**src/rtl/led_matrix_rx_if.sv**
```systemverilog
// Serial link inputs and decoded/display outputs of the LED-matrix receiver.
// Latency: none (wiring only).
// Backpressure: none; the serial link is push-only.
interface led_matrix_rx_if;
  logic       ser_clk_in;
  logic       ser_valid_in;
  logic       ser_data_in;
  logic [7:0] byte_out;
  logic       byte_valid_out;
  logic [2:0] row_idx_out;
  logic       frame_done_out;
  logic       err_out;
  logic [7:0] row_sel_out;
  logic [7:0] col_out;

  // Transmitter / bench side
  modport master (
    output ser_clk_in, ser_valid_in, ser_data_in,
    input  byte_out, byte_valid_out, row_idx_out, frame_done_out, err_out,
    input  row_sel_out, col_out
  );

  // Receiver side
  modport slave (
    input  ser_clk_in, ser_valid_in, ser_data_in,
    output byte_out, byte_valid_out, row_idx_out, frame_done_out, err_out,
    output row_sel_out, col_out
  );
endinterface

```
**src/rtl/led_matrix_rx.sv**
```systemverilog
// LED-matrix serial receiver: assembles LSB-first bytes into an 8x8 frame and scans it out.
// Latency: byte_valid_out one cycle after the 8th sample, which is SYNC_STAGES+1 cycles after ser_clk falls.
// Backpressure: none; samples landing in the STORE cycle are dropped. Option LED_MATRIX_RX_DOUBLE_BUFFER_EN.
module led_matrix_rx #(
  parameter int SYNC_STAGES = 2,
  parameter int SCAN_DIV    = 50000,
  parameter int TIMEOUT_CYC = 150000000
) (
  input logic           clk_in,
  input logic           rst_n_in,
  led_matrix_rx_if.slave lnk
);
  localparam int TW = (TIMEOUT_CYC > 1) ? $clog2(TIMEOUT_CYC) : 1;
  localparam int SW = (SCAN_DIV > 1) ? $clog2(SCAN_DIV) : 1;

  typedef enum logic [1:0] {IDLE, RECV, STORE} state_t;

  logic [SYNC_STAGES-1:0] clk_sync, vld_sync, dat_sync;
  logic                   clk_prev;
  logic                   sample, ser_vld, ser_dat;

  state_t      state;
  logic [7:0]  shift, shift_nxt;
  logic [3:0]  bit_cnt;
  logic [TW-1:0] to_cnt;
  logic [7:0]  byte_r;
  logic        byte_vld_r, frame_done_r, err_r;
  logic [2:0]  row_idx;
  logic [7:0]  display_buf [8];
`ifdef LED_MATRIX_RX_DOUBLE_BUFFER_EN
  logic [7:0]  back_buf [8];
`endif

  logic [SW-1:0] scan_cnt;
  logic [2:0]    scan_row, scan_nxt;
  logic [7:0]    row_sel_r, col_r;

  assign ser_vld  = vld_sync[SYNC_STAGES-1];
  assign ser_dat  = dat_sync[SYNC_STAGES-1];
  // Mid-bit sample: falling edge of the synchronized serial clock
  assign sample   = clk_prev & ~clk_sync[SYNC_STAGES-1];
  assign scan_nxt = scan_row + 3'd1;

  // Bring the asynchronous serial lines into clk_in and keep one stage of clock history
  always_ff @(posedge clk_in or negedge rst_n_in) begin
    if (!rst_n_in) begin
      clk_sync <= '0;
      vld_sync <= '0;
      dat_sync <= '0;
      clk_prev <= 1'b0;
    end else begin
      clk_sync <= {clk_sync[SYNC_STAGES-2:0], lnk.ser_clk_in};
      vld_sync <= {vld_sync[SYNC_STAGES-2:0], lnk.ser_valid_in};
      dat_sync <= {dat_sync[SYNC_STAGES-2:0], lnk.ser_data_in};
      clk_prev <= clk_sync[SYNC_STAGES-1];
    end
  end

  // Shift register with the current sample inserted at bit_cnt
  always_comb begin
    shift_nxt = shift;
    shift_nxt[bit_cnt[2:0]] = ser_dat;
  end

  // Receive FSM; the completed byte, buffer write and row advance all take effect
  // on the edge entering STORE so they are visible for the whole STORE cycle
  always_ff @(posedge clk_in or negedge rst_n_in) begin
    if (!rst_n_in) begin
      state        <= IDLE;
      shift        <= '0;
      bit_cnt      <= '0;
      to_cnt       <= '0;
      byte_r       <= '0;
      byte_vld_r   <= 1'b0;
      frame_done_r <= 1'b0;
      err_r        <= 1'b0;
      row_idx      <= '0;
      for (int r = 0; r < 8; r++) begin
        display_buf[r] <= '0;
`ifdef LED_MATRIX_RX_DOUBLE_BUFFER_EN
        back_buf[r]    <= '0;
`endif
      end
    end else begin
      byte_vld_r   <= 1'b0;
      frame_done_r <= 1'b0;
      err_r        <= 1'b0;
      case (state)
        IDLE: begin
          to_cnt <= '0;
          if (sample && ser_vld) begin
            shift   <= {7'd0, ser_dat};
            bit_cnt <= 4'd1;
            state   <= RECV;
          end
        end
        RECV: begin
          if (sample) begin
            to_cnt <= '0;
            if (ser_vld) begin
              shift   <= shift_nxt;
              bit_cnt <= bit_cnt + 4'd1;
              if (bit_cnt == 4'd7) begin
                state        <= STORE;
                byte_r       <= shift_nxt;
                byte_vld_r   <= 1'b1;
                frame_done_r <= (row_idx == 3'd7);
                row_idx      <= row_idx + 3'd1;
`ifdef LED_MATRIX_RX_DOUBLE_BUFFER_EN
                back_buf[row_idx] <= shift_nxt;
                // Completing row 7 publishes the whole frame at once
                if (row_idx == 3'd7) begin
                  for (int r = 0; r < 7; r++) display_buf[r] <= back_buf[r];
                  display_buf[7] <= shift_nxt;
                end
`else
                display_buf[row_idx] <= shift_nxt;
`endif
              end
            end else begin
              err_r   <= 1'b1;
              shift   <= '0;
              bit_cnt <= '0;
              state   <= IDLE;
            end
          end else if (to_cnt == TW'(TIMEOUT_CYC - 1)) begin
            err_r   <= 1'b1;
            shift   <= '0;
            bit_cnt <= '0;
            to_cnt  <= '0;
            state   <= IDLE;
          end else begin
            to_cnt <= to_cnt + 1'b1;
          end
        end
        STORE: begin
          bit_cnt <= '0;
          state   <= IDLE;
        end
        default: state <= IDLE;
      endcase
    end
  end

  // Row scan: dwell SCAN_DIV cycles per row; col_out refreshes every cycle so a
  // write to the displayed row appears before the next row change
  always_ff @(posedge clk_in or negedge rst_n_in) begin
    if (!rst_n_in) begin
      scan_cnt  <= '0;
      scan_row  <= '0;
      row_sel_r <= 8'b0000_0001;
      col_r     <= '0;
    end else if (scan_cnt == SW'(SCAN_DIV - 1)) begin
      scan_cnt  <= '0;
      scan_row  <= scan_nxt;
      row_sel_r <= 8'd1 << scan_nxt;
      col_r     <= display_buf[scan_nxt];
    end else begin
      scan_cnt  <= scan_cnt + 1'b1;
      col_r     <= display_buf[scan_row];
    end
  end

  assign lnk.byte_out       = byte_r;
  assign lnk.byte_valid_out = byte_vld_r;
  assign lnk.row_idx_out    = row_idx;
  assign lnk.frame_done_out = frame_done_r;
  assign lnk.err_out        = err_r;
  assign lnk.row_sel_out    = row_sel_r;
  assign lnk.col_out        = col_r;
endmodule

```
**src/flat_wrapper.sv**
```systemverilog
// flat-port wrapper written by rule: the top's interface ports become plain ports
module led_matrix_rx_flat 
#(
  parameter int SYNC_STAGES = 2,
  parameter int SCAN_DIV    = 50000,
  parameter int TIMEOUT_CYC = 150000000
)
  (clk_in, rst_n_in, lnk_ser_clk_in, lnk_ser_valid_in, lnk_ser_data_in, lnk_byte_out, lnk_byte_valid_out, lnk_row_idx_out, lnk_frame_done_out, lnk_err_out, lnk_row_sel_out, lnk_col_out);
  led_matrix_rx_if lnk_i ();
  input logic clk_in;
  input logic rst_n_in;
  input wire logic [$bits(lnk_i.ser_clk_in)-1:0] lnk_ser_clk_in;
  input wire logic [$bits(lnk_i.ser_valid_in)-1:0] lnk_ser_valid_in;
  input wire logic [$bits(lnk_i.ser_data_in)-1:0] lnk_ser_data_in;
  output wire logic [$bits(lnk_i.byte_out)-1:0] lnk_byte_out;
  output wire logic [$bits(lnk_i.byte_valid_out)-1:0] lnk_byte_valid_out;
  output wire logic [$bits(lnk_i.row_idx_out)-1:0] lnk_row_idx_out;
  output wire logic [$bits(lnk_i.frame_done_out)-1:0] lnk_frame_done_out;
  output wire logic [$bits(lnk_i.err_out)-1:0] lnk_err_out;
  output wire logic [$bits(lnk_i.row_sel_out)-1:0] lnk_row_sel_out;
  output wire logic [$bits(lnk_i.col_out)-1:0] lnk_col_out;
  assign lnk_i.ser_clk_in = lnk_ser_clk_in;
  assign lnk_i.ser_valid_in = lnk_ser_valid_in;
  assign lnk_i.ser_data_in = lnk_ser_data_in;
  assign lnk_byte_out = lnk_i.byte_out;
  assign lnk_byte_valid_out = lnk_i.byte_valid_out;
  assign lnk_row_idx_out = lnk_i.row_idx_out;
  assign lnk_frame_done_out = lnk_i.frame_done_out;
  assign lnk_err_out = lnk_i.err_out;
  assign lnk_row_sel_out = lnk_i.row_sel_out;
  assign lnk_col_out = lnk_i.col_out;
  led_matrix_rx #(.SYNC_STAGES(SYNC_STAGES), .SCAN_DIV(SCAN_DIV), .TIMEOUT_CYC(TIMEOUT_CYC)) u_core (.clk_in(clk_in), .rst_n_in(rst_n_in), .lnk(lnk_i));
endmodule
```
**config.mk**
```make
export PLATFORM = sky130hd
export DESIGN_NAME = led_matrix_rx_flat
export DESIGN_NICKNAME = d
export VERILOG_FILES = /design/src/rtl/led_matrix_rx_if.sv /design/src/rtl/led_matrix_rx.sv /design/src/flat_wrapper.sv
export SDC_FILE = /design/constraint.sdc
export NUM_CORES = 1
export LEC_CHECK = 0
export CAP_MARGIN = 0
export CORE_MARGIN = 2
export CORE_UTILIZATION = 55
export CTS_CLUSTER_SIZE = 16
export DETAILED_ROUTE_END_ITERATION = 10
export PLACE_DENSITY = 0.74
export SYNTH_ARGS = -nofsm -noshare
export SYNTH_HDL_FRONTEND = slang
export SYNTH_SLANG_ARGS = --single-unit
```
**constraint.sdc**
```tcl
create_clock -name clk_in -period 3.75 [get_ports clk_in]
set_input_delay 0.5625 -clock clk_in [delete_from_list [all_inputs] [get_ports clk_in]]
set_output_delay 0.5625 -clock clk_in [all_outputs]
set_load 0.01 [all_outputs]
```
==> results.md, run 1 <==
* Setup_tns at 0 ps
* FMAX at 0.367 GHz
* Clock Path Buffers at 2
* Commonest cells after routing, fill and taps aside: dfrtp_1, nand2_1, nor2_1
* Vias in the first global route at 5706
* Post-DRT Antenna Nets at 0
* Top-area cell type share of the netlist area at 0.514
* Total Die Area at 0.0152 mm²
* Comb pwr share at 0.094
* Design Area, Final at 0.00897 mm²
* Chip width at 123 µm
* Reg2reg start: u_core.state[1]
* Starting Density at 0.565
* Initial antenna violation count at 0
* Most common cell after layout, fill and taps aside: dfrtp_1
* Crit Path Category: reg -> reg
* CP startpoint kind: register
* Switch share at 0.245
* Relative slew slack at 0.227
* CP max FO at 26
* Vias post-DR at 5681
* Layout cells sized above 1 at 0.131
* Leakage at 3.87 nW
* Reg clk slew, reported paths at 60 ps
* Area contributors post-synth: dfrtp_1, mux4_2, nand2_1
* All-Layer GR Usage at 0.243
* TritonRoute pass-1 iters at 5
* Sequential fraction of the synthesis area at 0.517
* Final wirelength at 17.0 mm
* First-pass GRT wire length at 28.4 mm
* Number of synthesized register bits at 162
* Setup Viol. Count Final at 0
* Psw at 985 µW
* Pint at 3.03 mW
* Post-Syn Area per Cell at 10.8 µm²
* Nets@finish at 772
* Largest family of logic cells by synthesized area: simple AND/OR/NAND/NOR gates
* Port Buf Inserts at 34
* Mux contribution to synthesized area at 0.108
* I/O Pins at 35
* CP Data Arrival Time at 2970 ps
* Layout area overhead at 14.4%
* Worst r2r dst: u_core.display_buf[32]
* H-tree levels at 4
* Critical Path RT at 3990 ps
* # rows at 43
* Count of pins over their slew limit at 0
* Synth warn at 0
* Maximum VDD drop at 376 µV
* Hold Crit Class: in -> async
* Final Critical Period at 2730 ps
* Placed cell areas at 0.00835 mm²
* Chip height at 123 µm
* Routed WL per cell at 18.0 µm
* Cell taking the most area after synthesis: dfrtp_1
* DRC Markers at 0
* Diodes inserted at 0
* Adder-cell share of the synthesized area at 0.0223
* Count of final hold-check violations at 0
* Post-Synth Simple-Gate Area at 0.179
* Pwr dens at 448 mW/mm²
* Drt initial violations at 474
* Worst r2r path cells at 9
* Clock root buffer: clkbuf_16
* Hpwl dp at 11.3 mm
* Post-CTS Setup Bufs at 0
* Post-synth EDFFs at 0
* Total core area at 0.0139 mm²
* Critical Path Sink Type: register
* Max Cap Viol at 0
* Fraction of power consumed by the clock network at 0.453
* Post-Syn Nets at 747
* CTS tree: yes
* Worst reg2reg setup slack at 1020 ps
* Post-Synth XOR/XNOR Area at 0.0391
* Gp weighted congestion at 0.879
* RSZ-0062 raised after global routing: false
* Gr ovfl total at 0
* Synth Flop Type: dfrtp_1
* Post-synthesis compound-gate area fraction at 0.105
* Post-Synthesis Cells at 728
* Drt via density at 6.01
* Ys async rst share at 1.00
* Clk sinks at 162
* Clk_skew at 6.53 ps
* Fin crit share at 0.727
* CTS Buf Count at 17
* Hold buffers post-CTS at 0
* Tightest Pin Transition at 1130 ps
* Flop pwr share at 0.453
* Resized Gates After CTS at 0
* Largest net degree at the start of global routing at 97
* Status: completed
* Clk_lat worst skew at 420 ps
* Yosys cell types at 64
* Post-Syn Area at 0.00784 mm²
## power by group through the flow
stage / combinational, mW / clock [mW] / sequential (mW)
2_1_floorplan: 0.276 / 0 / 1.83
3_3_place_gp: 0.362 / 0 / 1.85
3_5_place_dp: 0.378 / 0 / 1.85
4_1_cts: 0.383 / 1.84 / 1.82
5_1_grt: 0.420 / 1.92 / 1.83
6_report: 0.379 / 1.82 / 1.82
## final cells by class
cell class | count | area (µm²)
inverter | 15 | 56.3
tap | 180 | 225
clock buffer | 22 | 464
sequential | 162 | 4060
fill | 1069 | 4910
multi-input combinational | 511 | 3570
timing repair buffer | 46 | 444
clock inverter | 10 | 156
## Yosys cell counts, types with 2 or more instances
master     instances
nor2_2             2
o21ai_0           51
or2_2              2
or3_1              3
clkbuf_2           3
nand3b_1           4
a21o_1             2
nand2_1           85
nor3b_1            5
clkbuf_1          28
mux2i_1            9
a21oi_1           48
o31ai_1            4
mux2_2             2
mux4_2            32
nor4_1             2
nor4_2             2
or4_1              3
nand4b_1           2
nor2b_1           12
a211oi_1           8
nand2b_1           3
nor3_1             7
nand4_1           13
xor2_1            21
xnor2_1           14
and4_1             2
ha_1              14
buf_2              7
and2_1             3
nor2_1            82
o2bb2ai_1          7
nand3_1           24
and3_1             7
dfrtp_1          161
a31oi_1           12
inv_1             15
## registers in the layout (all words and copies together), names as in the netlist
name	flops
u_core.clk_sync	2
u_core.scan_cnt	16
u_core.shift	8
u_core.lnk.row_sel_out	8
u_core.dat_sync	2
u_core.lnk.col_out	8
u_core.state	2
u_core.clk_prev	1
u_core.lnk.frame_done_out	1
u_core.lnk.byte_valid_out	1
u_core.vld_sync	2
u_core.bit_cnt	4
u_core.scan_row	3
u_core.lnk.err_out	1
u_core.lnk.byte_out	8
u_core.lnk.row_idx_out	3
u_core.to_cnt	28
u_core.display_buf	64
## per-stage QoR
step	power, mW	setup WS (ps)	std cells	hold slack [ps]	utilization
finish	4.02	1020	946	225	0.646
global route	4.16	699	946	310	0.646
CTS	4.05	1020	946	271	0.646
detailed placement	2.23	1030	914	337	0.601
global placement	2.21	1220	914	333	0.601
floorplan	2.11	1090	728	267	-
## worst max-delay path: stages (launching register included)
cell and delay [ps]:
dfrtp_1 410, inv_1 90, ha_1 320, nand4b_2 130
buf_4 210, nor2_2 190, buf_4 310, nand4b_1 520
nand2_1 230, o21ai_0 120
## cell families after synthesis
group | Yosys count
AOI/OAI and AO/OA | 141
xor gates and xnor gates | 35
adders and majority gates | 14
buffers and inverters | 55
DFF | 162
muxes | 44
and+or+nand+nor | 277
## how the worst max path moves through the flow
| stage | startpoint | cells after the start | slack, ps | end |
|---|---|---|---|---|
| after floorplan | u_core.scan_row[0] | 9 | 1090 | u_core.lnk.col_out[6] |
| after global placement | u_core.state[1] | 9 | 1220 | u_core.display_buf[2] |
| after detailed placement | u_core.state[1] | 9 | 1030 | u_core.display_buf[2] |
| after CTS | u_core.state[1] | 9 | 1020 | u_core.display_buf[32] |
| after global routing | u_core.state[1] | 9 | 700 | u_core.display_buf[2] |
| final | u_core.state[1] | 9 | 1020 | u_core.display_buf[32] |
## metal layers
metal	global-route usage	share of wire	vias up
li1	-	-	2642
met1	0.341	0.45	2874
met2	0.373	0.49	140
met3	0.0549	0.047	25
met4	0.0930	0.015	0
met5	0	0	-
Power figures use the tool's default switching activity.
==> run 2: changes to the inputs <==
clock period = 2.8 ns   (was 3.75 ns; I/O delays follow)
==> run 2 against run 1 <==
Effect of this change: utilization increased by 0.37 points; sequential share of layout area decreased by 0.26 points; total power increased by 28%; sequential power increased by 34%; cell area increased by 0.57%; first-iteration DRC count decreased by 4.6%; clock-buffer cell count increased by 1; critical path depth decreased by 2; setup slack got worse by 560 ps; register-to-register slack got worse by 560 ps; non-clock buffer count increased by 15; largest cell class unchanged; largest power group unchanged.
==> results.md, run 2 (synthesized netlist as in run 1, its figures left out) <==
* Critical Path Sink Type: register (unchanged)
* Total core area at 0.0139 mm² (unchanged)
* Clk_lat worst skew at 430 ps (was 420 ps)
* Worst reg2reg setup slack at 460 ps (was 1020 ps)
* Clk_skew at 8.51 ps (was 6.53 ps)
* Hold buffers post-CTS at 0 (unchanged)
* Max reg flops at 64 (unchanged)
* H-tree levels at 4 (unchanged)
* Setup Viol. Count Final at 0 (unchanged)
* Hpwl dp at 11.1 mm (was 11.3 mm)
* Commonest cells after routing, fill and taps aside: dfrtp_1, nand2_1, nor2_1 (unchanged)
* Nets@finish at 787 (was 772)
* Layout area overhead at 15.1% (was 14.4%)
* Chip width at 123 µm (unchanged)
* Flop pwr share at 0.474 (was 0.453)
* Fillers at 1049 (was 1069)
* Clock root buffer: clkbuf_16 (unchanged)
* FMAX at 0.428 GHz (was 0.367 GHz)
* Tightest Pin Transition at 890 ps (was 1130 ps)
* Clk sinks at 162 (unchanged)
* I/O Pins at 35 (unchanged)
* Post-place setup slack at 490 ps (was 1030 ps)
* Fin crit share at 0.835 (was 0.727)
* Biggest registers after layout: u_core.display_buf x64, u_core.to_cnt x28, u_core.scan_cnt x16 (unchanged)
* Maximum VDD drop at 496 µV (was 376 µV)
* RSZ-0062 raised after global routing: false (unchanged)
* Post-DRT Antenna Nets at 0 (unchanged)
* Relative slew slack at 0.390 (was 0.227)
* Count of pins over their slew limit at 0 (unchanged)
* Reg2reg start: u_core.state[1] (unchanged)
* Routed WL per cell at 17.8 µm (was 18.0 µm)
* Final wirelength at 17.1 mm (was 17.0 mm)
* Comb pwr share at 0.099 (was 0.094)
* Largest register by flop count: u_core.display_buf (unchanged)
* All-Layer GR Usage at 0.249 (was 0.243)
* Pint at 3.83 mW (was 3.03 mW)
* Critical Path RT at 3100 ps (was 3990 ps)
* Setup_tns at 0 ps (unchanged)
* Chip height at 123 µm (unchanged)
* Layout cells sized above 1 at 0.147 (was 0.131)
* Crit Path Category: reg -> reg (unchanged)
* Final Critical Period at 2340 ps (was 2730 ps)
* First-pass GRT wire length at 29.0 mm (was 28.4 mm)
* Max Cap Viol at 0 (unchanged)
* CTS Buf Count at 17 (unchanged)
* Util after Layout at 0.650 (was 0.646)
* Post-CTS Setup Bufs at 0 (unchanged)
* Drt initial violations at 452 (was 474)
* Pwr dens at 570 mW/mm² (was 448 mW/mm²)
* Total Die Area at 0.0152 mm² (unchanged)
* CTS tree: yes (unchanged)
* Port Buf Inserts at 34 (unchanged)
* Worst r2r dst: u_core.to_cnt[17] (was u_core.display_buf[32])
* Largest net degree at the start of global routing at 80 (was 97)
* CP max FO at 10 (was 26)
* Drt via density at 6.13 (was 6.01)
* Switch share at 0.254 (was 0.245)
* Diodes inserted at 0 (unchanged)
* Reg clk slew, reported paths at 60 ps (about the same)
* CP startpoint kind: register (unchanged)
* TritonRoute pass-1 iters at 6 (was 5)
* Hold Crit Class: in -> async (unchanged)
* Min setup slack post-route at 463 ps (was 1020 ps)
* Worst r2r path cells at 7 (was 9)
* Status: completed (unchanged)
* Starting Density at 0.565 (unchanged)
* Gp weighted congestion at 0.822 (was 0.879)
* Fraction of power consumed by the clock network at 0.427 (was 0.453)
* Gr ovfl total at 0 (unchanged)
* Psw at 1.31 mW (was 985 µW)
* Clock Path Buffers at 2 (unchanged)
* Most common cell after layout, fill and taps aside: dfrtp_1 (unchanged)
* DRC Markers at 0 (unchanged)
* Resized Gates After CTS at 0 (unchanged)
* # rows at 43 (unchanged)
* Vias in the first global route at 5947 (was 5706)
* Vias post-DR at 5893 (was 5681)
* Count of final hold-check violations at 0 (unchanged)
* CP Data Arrival Time at 2640 ps (was 2970 ps)
* Leakage at 3.90 nW (was 3.87 nW)
* Initial antenna violation count at 0 (unchanged)
run 2: cell types whose count changed in the layout (fill, tap and decap cells not counted), sizes merged:
| cell | delta |
|---|---|
| buf | +15 |
| bufinv | -3 |
| clkinvlp | +2 |
| clkbuf | +1 |
run 2: critical path, stage by stage, from the launching register on:
cell and delay, ps:
dfrtp_1 420, inv_1 90, ha_1 320, nor2_1 250
nor3_1 670, nand4_1 200, xor2_1 200, nor2_1 60
run 2: area by class of cell:
class	count	area (µm²)	share of cell area
repair buffers	61	557	0.0617
multi-input cells	511	3570	0.395
inverters	15	56.3	0.00624
clock buffers	23	478	0.0530
clock inverters	9	81.3	0.00902
well taps	180	225	0.0250
flip-flops and latches	162	4060	0.450
run 2: power groups by stage:
stage / combinational [mW] / sequential [mW] / clock [mW]
2_1_floorplan: 0.370 / 2.45 / 0
3_3_place_gp: 0.493 / 2.47 / 0
3_5_place_dp: 0.511 / 2.48 / 0
4_1_cts: 0.511 / 2.44 / 2.22
5_1_grt: 0.565 / 2.45 / 2.32
6_report: 0.507 / 2.44 / 2.20
run 2: per-layer routing:
| layer | global-route usage | up-vias | wire length, µm |
|---|---|---|---|
| li1 | - | 2681 | - |
| met1 | 0.331 | 3016 | 7340 |
| met2 | 0.407 | 176 | 8580 |
| met3 | 0.0618 | 20 | 908 |
| met4 | 0.0767 | 0 | 231 |
| met5 | 0 | - | 0 |
run 2: worst max path at each step:
stage	startpoint	end	slack, ps	cells after the start
floorplan	u_core.scan_row[0]	u_core.lnk.col_out[6]	140	9
global placement	u_core.state[1]	u_core.to_cnt[15]	560	7
detailed placement	u_core.state[1]	u_core.to_cnt[17]	490	7
CTS	u_core.state[1]	u_core.to_cnt[17]	470	7
global route	u_core.state[1]	u_core.to_cnt[17]	290	7
finish	u_core.state[1]	u_core.to_cnt[17]	460	7
run 2: through the flow:
step                      cells  instance area [µm²]  power (mW)  hold slack, ps
after CTS                   961                 9020        5.17            63.1
after floorplan             728                 7840        2.82             124
after detailed placement    929                 8460        2.99             342
after global routing        961                 9020        5.33            95.8
after global placement      929                 8460        2.97             335
final                       961                 9020        5.14            25.8
==> run 3: changes to the inputs <==
clock period = 2.4 ns   (was 2.8 ns; I/O delays follow)
==> run 3 against run 2 <==
Effect of this change: sequential power up 16%; total power up 20%; final cell count up 1.1%; first-iteration DRC count up 17%; largest cell class unchanged.
==> results.md, run 3 (synthesized netlist as in run 1, its figures left out) <==
* Status: completed (unchanged)
* Layout area overhead at 16.8% (was 15.1%)
* Largest net degree at the start of global routing at 64 (was 80)
* I/O Pins at 35 (unchanged)
* Maximum VDD drop at 660 µV (was 496 µV)
* FMAX at 0.464 GHz (was 0.428 GHz)
* CTS tree: yes (unchanged)
* Most common cell after layout, fill and taps aside: dfrtp_1 (unchanged)
* Count of final hold-check violations at 0 (unchanged)
* H-tree levels at 4 (unchanged)
* Commonest cells after routing, fill and taps aside: dfrtp_1, nand2_1, nor2_1 (unchanged)
* Clk_skew at 7.64 ps (was 8.51 ps)
* Clk sinks at 162 (unchanged)
* Fin crit share at 0.899 (was 0.835)
* Drt via density at 6.03 (was 6.13)
* # rows at 43 (unchanged)
* CTS Buf Count at 17 (unchanged)
* Chip height at 123 µm (unchanged)
* CP bufs+invs at 0 (was 1)
* FF/Latch Area at 0.00406 mm² (unchanged)
* First-pass GRT wire length at 29.0 mm (about the same)
* Clk_lat worst skew at 420 ps (was 430 ps)
* Total Die Area at 0.0152 mm² (unchanged)
* Pwr dens at 675 mW/mm² (was 570 mW/mm²)
* Final wirelength at 17.4 mm (was 17.1 mm)
* Port Buf Inserts at 34 (unchanged)
* Clock Path Buffers at 2 (unchanged)
* CP max FO at 11 (was 10)
* CP startpoint kind: register (unchanged)
* Gp weighted congestion at 0.887 (was 0.822)
* Routed WL per cell at 17.8 µm (about the same)
* Hold Crit Class: reg -> reg (was in -> async)
* Starting Density at 0.565 (unchanged)
* Multi-input gate area at 0.00357 mm² (unchanged)
* Setup_tns at 0 ps (unchanged)
* Clock root buffer: clkbuf_16 (unchanged)
* RSZ-0062 raised after global routing: false (unchanged)
* Post-DRT Antenna Nets at 0 (unchanged)
* Util after Layout at 0.660 (was 0.650)
* Max reg flops at 64 (unchanged)
* Drt initial violations at 528 (was 452)
* Chip width at 123 µm (unchanged)
* Crit-path cells: or4_4 -> nor4_4 -> a41oi_2 -> o32a_1 (was inv_1 -> ha_1 -> nor2_1 -> nor3_1 -> nand4_1 -> xor2_1 -> nor2_1)
* Final Critical Period at 2160 ps (was 2340 ps)
* Placed cell areas at 0.00857 mm² (was 0.00846 mm²)
* Largest delay share family, worst path: compound AO/OA/AOI/OAI gates (was simple AND/OR/NAND/NOR gates)
* Diodes inserted at 0 (unchanged)
* Hold wc startpoint: u_core.dat_sync[0]
* Fillers at 1058 (was 1049)
* Critical Path Sink Type: register (unchanged)
* Vias post-DR at 5866 (was 5893)
* Leakage at 3.97 nW (was 3.90 nW)
* Post-place setup slack at 274 ps (was 490 ps)
* All-Layer GR Usage at 0.249 (about the same)
* Gr ovfl total at 0 (unchanged)
* Layout cells sized above 1 at 0.160 (was 0.147)
* Crit-path max cell delay at 570 ps (was 670 ps)
* DRC Markers at 0 (unchanged)
* Resized Gates After CTS at 0 (unchanged)
* Crit Path Category: reg -> reg (unchanged)
* TritonRoute pass-1 iters at 5 (was 6)
* CP Data Arrival Time at 2460 ps (was 2640 ps)
* CP Launch Point: u_core.to_cnt[18] (was u_core.state[1])
* Biggest registers after layout: u_core.display_buf x64, u_core.to_cnt x28, u_core.scan_cnt x16 (unchanged)
* Max Cap Viol at 0 (unchanged)
* Initial antenna violation count at 0 (unchanged)
* Design Area, Final at 0.00916 mm² (was 0.00902 mm²)
* Cell at the slowest stage of the critical path: or4_4 (was nor3_1)
* Total core area at 0.0139 mm² (unchanged)
* Tightest Pin Transition at 607 ps (was 890 ps)
* Count of pins over their slew limit at 0 (unchanged)
* Hpwl dp at 11.4 mm (was 11.1 mm)
* Reg clk slew, reported paths at 60 ps (about the same)
* Vias in the first global route at 5839 (was 5947)
* Reg2reg start: u_core.to_cnt[18] (was u_core.state[1])
* Critical Path RT at 2710 ps (was 3100 ps)
* Min setup slack post-route at 243 ps (was 463 ps)
* Setup Viol. Count Final at 0 (unchanged)
* Relative slew slack at 0.595 (was 0.390)
* Largest register by flop count: u_core.display_buf (unchanged)
* Nets@finish at 799 (was 787)
* Worst reg2reg setup slack at 240 ps (was 460 ps)
-- run 3: changes by cell type in the layout (fill, tap and decap cells not counted), moves of 2 or more --
| cell | change |
|---|---|
| clkbuf_8 | -2 |
| buf_12 | +2 |
| clkbuf_1 | -2 |
| clkinv_2 | -2 |
| buf_4 | +9 |
| clkinv_4 | +2 |
-- run 3: metrics by stage --
step                      power, mW  std cells  hold WS, ps
final                          6.18        972          351
after CTS                      6.23        972          353
after global routing           6.40        972          364
after global placement         3.55        940          334
after detailed placement       3.58        940          339
after floorplan                3.29        728         64.4
-- run 3: final cells by class --
| cell class | instances | area share |
|---|---|---|
| Clock buffer | 19 | 0.0484 |
| Clock inverter | 12 | 0.0148 |
| Inverter | 15 | 0.00615 |
| Multi-Input combinational cell | 511 | 0.390 |
| Sequential cell | 162 | 0.443 |
| Tap cell | 180 | 0.0246 |
| Timing Repair Buffer | 73 | 0.0737 |
-- run 3: repair_timing --
| item | 4_1_cts | 5_1_grt |
|---|---|---|
| hold endpoints to repair | 60 | 0 |
| hold buffers | 1 | 0 |
| setup buffers | 0 | 0 |
-- run 3: per-layer routing --
layer  vias to the layer above  wire length [µm]  GRT usage
met5                         -                 0          0
met4                         0               268     0.0859
met3                        25               863     0.0590
met2                       174              8660      0.401
met1                      2960              7560      0.332
li1                       2707                 -          -
-- run 3: final timing paths --
kind / depth (start not counted) / to
hold reg to reg: 0 / u_core.dat_sync[1]
setup / recovery: 4 / u_core.state[0]
hold / removal: 0 / u_core.dat_sync[1]
max in group asynchronous: 3 / u_core.lnk.frame_done_out
setup reg to reg: 4 / u_core.state[0]
min in group asynchronous: 2 / u_core.scan_cnt[1]
-- run 3: power by group --
part,internal [mW],switching (mW),total [mW],leakage [nW]
clock,1.56,1.09,2.65,0.271
sequential,2.78,0.0487,2.83,2.22
combinational,0.258,0.446,0.704,1.48
